[src/rtl/gf2m_mult_arbiter.sv]
// Round-robin sequencer that shares one digit-serial GF(2^233) multiplier between two requesters.
// Optional RUN watchdog enabled by defining GF2M_MULT_TIMEOUT_EN.
module gf2m_mult_arbiter #(
    parameter int M       = 233,
    parameter int TIMEOUT = 64
) (
    input  logic         clk,
    input  logic         rst_n,
    input  logic         req0,
    input  logic [M-1:0] a0,
    input  logic [M-1:0] b0,
    output logic         done0,
    input  logic         req1,
    input  logic [M-1:0] a1,
    input  logic [M-1:0] b1,
    output logic         done1,
    output logic [M-1:0] result,
    output logic         err,
    output logic         busy,
    output logic         gnt_id,
    output logic         mult_en,
    output logic [M-1:0] mult_a,
    output logic [M-1:0] mult_b,
    input  logic         mult_rdy,
    input  logic [M-1:0] mult_c
);

    typedef enum logic [1:0] {IDLE, RUN, DONE, GAP} state_t;

    state_t state, state_nx;
    logic   rr;
    logic   grant, gid;
    logic   tmo, fin;

    if (TIMEOUT < 2 || TIMEOUT > 256) begin : g_tmo_range
        $error("TIMEOUT must fit the 8-bit watchdog counter");
    end

    always_comb begin
        grant = 1'b0;
        gid   = 1'b0;
        if (req0 && req1) begin
            grant = 1'b1;
            gid   = rr;
        end else if (req0) begin
            grant = 1'b1;
        end else if (req1) begin
            grant = 1'b1;
            gid   = 1'b1;
        end
    end

`ifdef GF2M_MULT_TIMEOUT_EN
    logic [7:0] tcnt;

    always_ff @(posedge clk or negedge rst_n) begin
        if (!rst_n)
            tcnt <= '0;
        else if (state == IDLE)
            tcnt <= '0;
        else if (state == RUN && !mult_rdy)
            tcnt <= tcnt + 8'd1;
    end

    assign tmo = !mult_rdy && (tcnt == 8'(TIMEOUT - 1));
`else
    assign tmo = 1'b0;
`endif

    // rdy always wins over a coincident timeout
    assign fin = (state == RUN) && (mult_rdy || tmo);

    always_ff @(posedge clk or negedge rst_n) begin
        if (!rst_n)
            state <= IDLE;
        else
            state <= state_nx;
    end

    always_comb begin
        state_nx = state;
        case (state)
            IDLE:    if (grant) state_nx = RUN;
            RUN:     if (fin)   state_nx = DONE;
            DONE:    state_nx = GAP;
            GAP:     state_nx = IDLE;
            default: state_nx = IDLE;
        endcase
    end

    always_ff @(posedge clk or negedge rst_n) begin
        if (!rst_n) begin
            mult_en <= 1'b0;
            mult_a  <= '0;
            mult_b  <= '0;
            result  <= '0;
            done0   <= 1'b0;
            done1   <= 1'b0;
            err     <= 1'b0;
            busy    <= 1'b0;
            gnt_id  <= 1'b0;
            rr      <= 1'b0;
        end else begin
            done0 <= 1'b0;
            done1 <= 1'b0;
            case (state)
                IDLE: if (grant) begin
                    mult_a  <= gid ? a1 : a0;
                    mult_b  <= gid ? b1 : b0;
                    gnt_id  <= gid;
                    rr      <= ~gid;
                    mult_en <= 1'b1;
                    busy    <= 1'b1;
                end
                RUN: if (fin) begin
                    result  <= mult_rdy ? mult_c : '0;
                    err     <= !mult_rdy;
                    done0   <= !gnt_id;
                    done1   <= gnt_id;
                    mult_en <= 1'b0;
                end
                GAP:     busy <= 1'b0;
                default: ;
            endcase
        end
    end

endmodule

[config.mk]
export PLATFORM = sky130hd
export DESIGN_NAME = gf2m_mult_arbiter
export DESIGN_NICKNAME = d
export VERILOG_FILES = /design/src/rtl/gf2m_mult_arbiter.sv
export SDC_FILE = /design/constraint.sdc
export NUM_CORES = 1
export LEC_CHECK = 0
export BUFFER_PORTS_ARGS = -buffer_cell sky130_fd_sc_hd__buf_2
export CORE_AREA = 2 2 723 725
export CTS_BUF_LIST = sky130_fd_sc_hd__clkbuf_2 sky130_fd_sc_hd__clkbuf_4 sky130_fd_sc_hd__clkbuf_8
export DETAILED_ROUTE_END_ITERATION = 8
export DIE_AREA = 0 0 725 727
export PLACE_DENSITY = 0.3
export SETUP_SLACK_MARGIN = 0.02
export SYNTH_ARGS = -nofsm -noshare
export SYNTH_HDL_FRONTEND = slang
export SYNTH_SLANG_ARGS = --single-unit
[constraint.sdc]
create_clock -name clk -period 1.8 [get_ports clk]
set_clock_uncertainty 0.1 [all_clocks]
set_input_delay 0.45 -clock clk [delete_from_list [all_inputs] [get_ports clk]]
set_output_delay 0.45 -clock clk [all_outputs]
set_load 0.01 [all_outputs]
Word-level counts from Yosys, hierarchy flattened
Cells that the tools add are included.
{ "classes": {"eq_ne": 5, "reduce_logical": 12, "muxes": 19, "n_bitwise": 1} }
{ "ops": {"columns": ["cell", "n"], "rows": [
  ["$mux W233", 3],
  ["$mux W1", 11],
  ["$pmux W2 S4", 1],
  ["$reduce_and A2 Y1", 4],
  ["$eq A2 B2 Y1 const B", 2],
  ["$mux W2", 2],
  ["$ne A2 B2 Y1 const B", 2],
  ["$pmux W1 S2", 2],
  ["$reduce_bool A2 Y1", 2],
  ["$reduce_and A3 Y1", 1],
  ["$eq A2 B1 Y1 const B", 1],
  ["$logic_and A1 B1 Y1", 2],
  ["$logic_not A1 Y1", 2],
  ["$logic_not A2 Y1", 1],
  ["$not A1 Y1", 1]
]} }
{ "totals": {"out_inout_bits": 705, "in_bits": 1170, "wordCells": 48, "regBits": 708} }

Longest topological paths before layout
{ "depth": {"ltp_word": 5, "ltp_mapped": 8, "mapped_depth_nobuf": 5} }

Least setup slack after synthesis
OpenSTA, ideal clock, no wires.
{ "synth_timing": {"path_kind": "reg2reg", "startpoint": "reg state[0]", "endpoint": "reg mult_a[217]", "path_slack_ps": -5, "t_required_ps": 1574, "path_buffers": 3, "setup_time_ps": 126, "t_arrival_ps": 1579, "period_less_slack_ps": 1805, "path_stages_with_launch": 9, "cell_sequence": "dfrtp_1 -> inv_1 -> ha_1 -> buf_4 -> nand2_1 -> a21oi_4 -> buf_6 -> buf_4 -> a221o_1"} }
{ "synth_between": {"elab_chain_len": 2} }
{ "synth_rtl": {"columns": ["item", "line_no", "source"], "rows": [
  ["start, declared", "30", "state_t state, state_nx;"],
  ["start signal, assigned", "77", "state <= state_nx;"],
  ["$logic_not A2 Y1", "106", "case (state)"],
  ["$reduce_and A2 Y1 (no source line)", null, null],
  ["end signal, assigned", "108", "mult_a <= gid ? a1 : a0;"],
  ["end, declared", "22", "output logic [M-1:0] mult_a,"]
]} }
No other way between the ends.
A chain may end at the register's enable or synchronous reset.

Worst setup path after layout
{ "layout_timing": {"startpoint": "reg mult_b[18]", "endpoint": "out mult_b[18]"} }
{ "layout_rtl": {"columns": ["item", "line_no", "source"], "rows": [
  ["start, declared", "23", "output logic [M-1:0] mult_b,"],
  ["start signal, assigned", "109", "mult_b <= gid ? b1 : b0;"]
]} }
No word-level cell between the ends.

==> flow_summary.toml <==
[status]
outcome = "finished with violations"
failing_checks = "negative setup slack"

[die]
chip_height_um = 727
start_util_pct = 5.67
io_pins = 1875
fp-row-count = 265
die-area_um2 = 527000
coreArea_um2 = 519000
fp.dieW_um = 725

[power_and_ir_drop]
power.share.clock_pct = 17.7
power_frac_comb_pct = 56.4
internal_power_mw = 69.9
psw_mw = 53.5
share_seq_of_total_power_pct = 25.9
swShare_pct = 43.3
vdd.ir_drop.worst_v = 0.000649
total_power_mw = 123
p_leak_nw = 32.2
powerDensity_nw_per_um2 = 1650

[global_route]
grt_pass1_vias = 38700
grt_util_met1_pct = 14.9
grt_pass1_wl_um = 457000
met2_usage_pct = 23.2
top_usage_layer = "met2"
grt_remaining_overflow = 0
grt_use_total_pct = 13.5
antenna_violations_before_repair = 168
grt_start_max_net_pins = 71
grt.met3_usage_pct = 6.29

[timing]
slew-limit-headroom_pct = 63.8
grt_setup_unrepaired = "yes"
actual_slew_at_the_worst_max_slew_pin_ns = 0.543
setup_violations = 1406
postLayoutSetupSlackWorst_ns = -0.475
fmaxAchievable_ghz = 0.440
min_period_ns = 2.27
setup_total_negative_slack_ns = -401.26
fin_hold_viols = 0
report.final.slew_viol_count = 0
min_period_over_period_pct = 126

[clock_network]
clockBufferDepth = 4
source_to_sink_clock_delay_at_the_later_pin_of_the_worst_skew_pair_ns = 0.95
cts_tree = "built"
cts_max_level = 4
clock_transition_at_path_regs_ns = 0.05
numClockSinks = 708
numCtsBuffers = 164
clk_root_buffer_cell = "sky130_fd_sc_hd__clkbuf_8"

[logic_synthesis]
synthDistinctLibCells = 27
mappedNetlistNets = 3269
synth_area_per_cell_um2 = 14.1
number_of_warning_messages_in_the_yosys_log = 0
share_of_the_yosys_chip_area_belonging_to_registers_pct = 60.2
synth-seq-cells = 708
netlist_area_um2 = 29400
post_syn_instances = 2093

[place]
place.gp.congestion = 0.917
placedInstanceArea_um2 = 49100
placed_cells_incl_taps = 10900
detailedPlacementHpwl_um = 322000
io_buffer_count = 1874

[hold_path]
hp-class = "in -> reg"
hold_path_depth = 3

[layout]
nNetsFinal = 7019
filler_cell_count = 58600
layout.cells.most_common = "sky130_fd_sc_hd__dlygate4sd3_1"
fin_cells = 13000
regArea_um2 = 17800
top_library_cells_by_usage_in_the_layout_fill_and_taps_aside = "sky130_fd_sc_hd__dlygate4sd3_1 (1479), sky130_fd_sc_hd__buf_2 (1321), sky130_fd_sc_hd__dfrtp_1 (603), sky130_fd_sc_hd__a221o_1 (466), sky130_fd_sc_hd__buf_6 (405)"
multiInputGateArea_um2 = 10600
relative_area_change_from_synthesis_to_final_layout_pct = 154
final_layout_size_suffix_gt1_share_pct = 49.5
design_area_um2 = 74800
final_core_util_pct = 14.4

[worst_setup_path]
worstRegToRegCells = 10
worstPathArrival_ns = 1.72
cpPeakStageDelay_ns = 0.61
critPathTopFamily = "flip-flops"
critPathLaunchType = "flip-flop"
cp_cell_sequence = "buf_12"
worst_setup_path_end_kind = "primary output"
worst-setup-path-type = "reg -> out"
required_ns = 1.25
path_buf_inv = 1
critical_path.slowest_cell = "sky130_fd_sc_hd__dfrtp_2"
maximum_fanout_encountered_on_the_critical_timing_path = 2
timing.critical_path.depth = 1

[drt]
drc_errors = 0
drt_pass1_iterations = 5
drt-initial-drc-count = 1840
antenna_violating_nets_post_route = 0
route.detailed.vias_per_inst = 2.77
wirelength_um = 377000
drt-wirelength-per-cell_um = 29.0
routed-via-count = 36000

[job]
drv.max_cap_violation_count = 0
[cell type report]
cell class | count | area share [%]
Clock buffer | 262 | 4.40
Timing Repair Buffer | 3765 | 45.1
Clock inverter | 32 | 0.514
Sequential cell | 708 | 23.9
Antenna cell | 79 | 0.264
Multi-Input combinational cell | 1197 | 14.1
Tap cell | 6942 | 11.6
Inverter | 7 | 0.0351
[per-layer routing]
metal / part of all wire (%) / routed length (µm)
met5: 0.11 / 413
met4: 3.5 / 13100
met3: 10 / 38900
met2: 48 / 180000
met1: 38 / 144000
[cell families (layout without fill, tap and decap cells)]
family          count (synthesis)  in the layout  synth area share, %
flops                         708            708                 60.2
buf+inv                       188           4066                 4.26
fa+ha+maj                       6              6                0.255
mux                           235            235                 8.98
compound gates                478            478                 16.2
simple gates                  478            478                 10.1
other cells                     0             79                    0
[metrics by stage]
step	hold WS, ns	setup slack (ns)
after CTS	0.0000974	-0.665
after detailed placement	0.368	-0.413
after floorplan	0.0544	0.0314
after global routing	0.0689	-0.557
after global placement	0.370	-0.451
final	0.170	-0.475
[path summary, 6_finish.rpt]
kind	startpoint	to	slack (ns)
worst max-delay path	mult_b[18]	mult_b[18]	-0.47
worst min-delay path	a1[37]	mult_a[37]	0.17
worst max register to register	state[1]	mult_b[135]	-0.47
worst min register to register	err	err	0.38
max in group asynchronous	rst_n	result[38]	0.13
min in group asynchronous	rst_n	state[1]	0.62
[sequential cells by signal, summed over array words and instances (netlist names)]
signal	count
done1	1
gnt_id	1
state	2
mult_a	233
err	1
done0	1
mult_en	1
busy	1
result	233
rr	1
mult_b	233
[cell usage after synthesis]
| cell type | instances | area share [%] |
|---|---|---|
| sky130_fd_sc_hd__dfrtp_1 | 708 | 60 |
| sky130_fd_sc_hd__a221o_1 | 466 | 16 |
| sky130_fd_sc_hd__and2_0 | 388 | 8.2 |
| sky130_fd_sc_hd__mux2_2 | 234 | 9.0 |
| sky130_fd_sc_hd__buf_2 | 115 | 2.0 |
| sky130_fd_sc_hd__and2_1 | 79 | 1.7 |
| sky130_fd_sc_hd__buf_6 | 49 | 1.9 |
| sky130_fd_sc_hd__buf_4 | 10 | 0.25 |
| sky130_fd_sc_hd__clkbuf_1 | 7 | 0.089 |
| sky130_fd_sc_hd__inv_1 | 7 | 0.089 |
| sky130_fd_sc_hd__ha_1 | 6 | 0.25 |
| sky130_fd_sc_hd__nor2_1 | 4 | 0.051 |
| sky130_fd_sc_hd__nand2_1 | 3 | 0.038 |
| sky130_fd_sc_hd__a21o_1 | 2 | 0.051 |
| sky130_fd_sc_hd__a21oi_4 | 2 | 0.11 |
| sky130_fd_sc_hd__o21ai_0 | 2 | 0.034 |
| sky130_fd_sc_hd__a21oi_1 | 1 | 0.017 |
| sky130_fd_sc_hd__a221oi_1 | 1 | 0.030 |
| sky130_fd_sc_hd__a2bb2oi_1 | 1 | 0.030 |
| sky130_fd_sc_hd__mux2i_1 | 1 | 0.034 |
| sky130_fd_sc_hd__nand3_1 | 1 | 0.017 |
| sky130_fd_sc_hd__nor2b_1 | 1 | 0.021 |
| sky130_fd_sc_hd__o21ai_4 | 1 | 0.055 |
| sky130_fd_sc_hd__o311ai_0 | 1 | 0.030 |
| sky130_fd_sc_hd__o31ai_1 | 1 | 0.026 |
| sky130_fd_sc_hd__or2_2 | 1 | 0.021 |
| sky130_fd_sc_hd__or3_1 | 1 | 0.021 |
[power groups by stage]
stage / clock network (mW) / logic (mW) / registers, mW
after CTS: 23.1 / 69.5 / 32.0
final: 21.9 / 69.6 / 31.9
after global routing: 23.5 / 74.8 / 32.8
after floorplan: 0 / 15.3 / 31.0
after detailed placement: 0 / 56.0 / 30.6
after global placement: 0 / 55.8 / 30.5
[what timing repair did]
item,in CTS,in global routing
buffers inserted,128,77
pin swaps,8,43
endpoints found under the hold margin,1414,0
hold buffers,1480,0
endpoints found under the setup margin,1403,1404
resized for setup,1121,192
gates cloned,13,33
(Power assumes the default switching activity.)
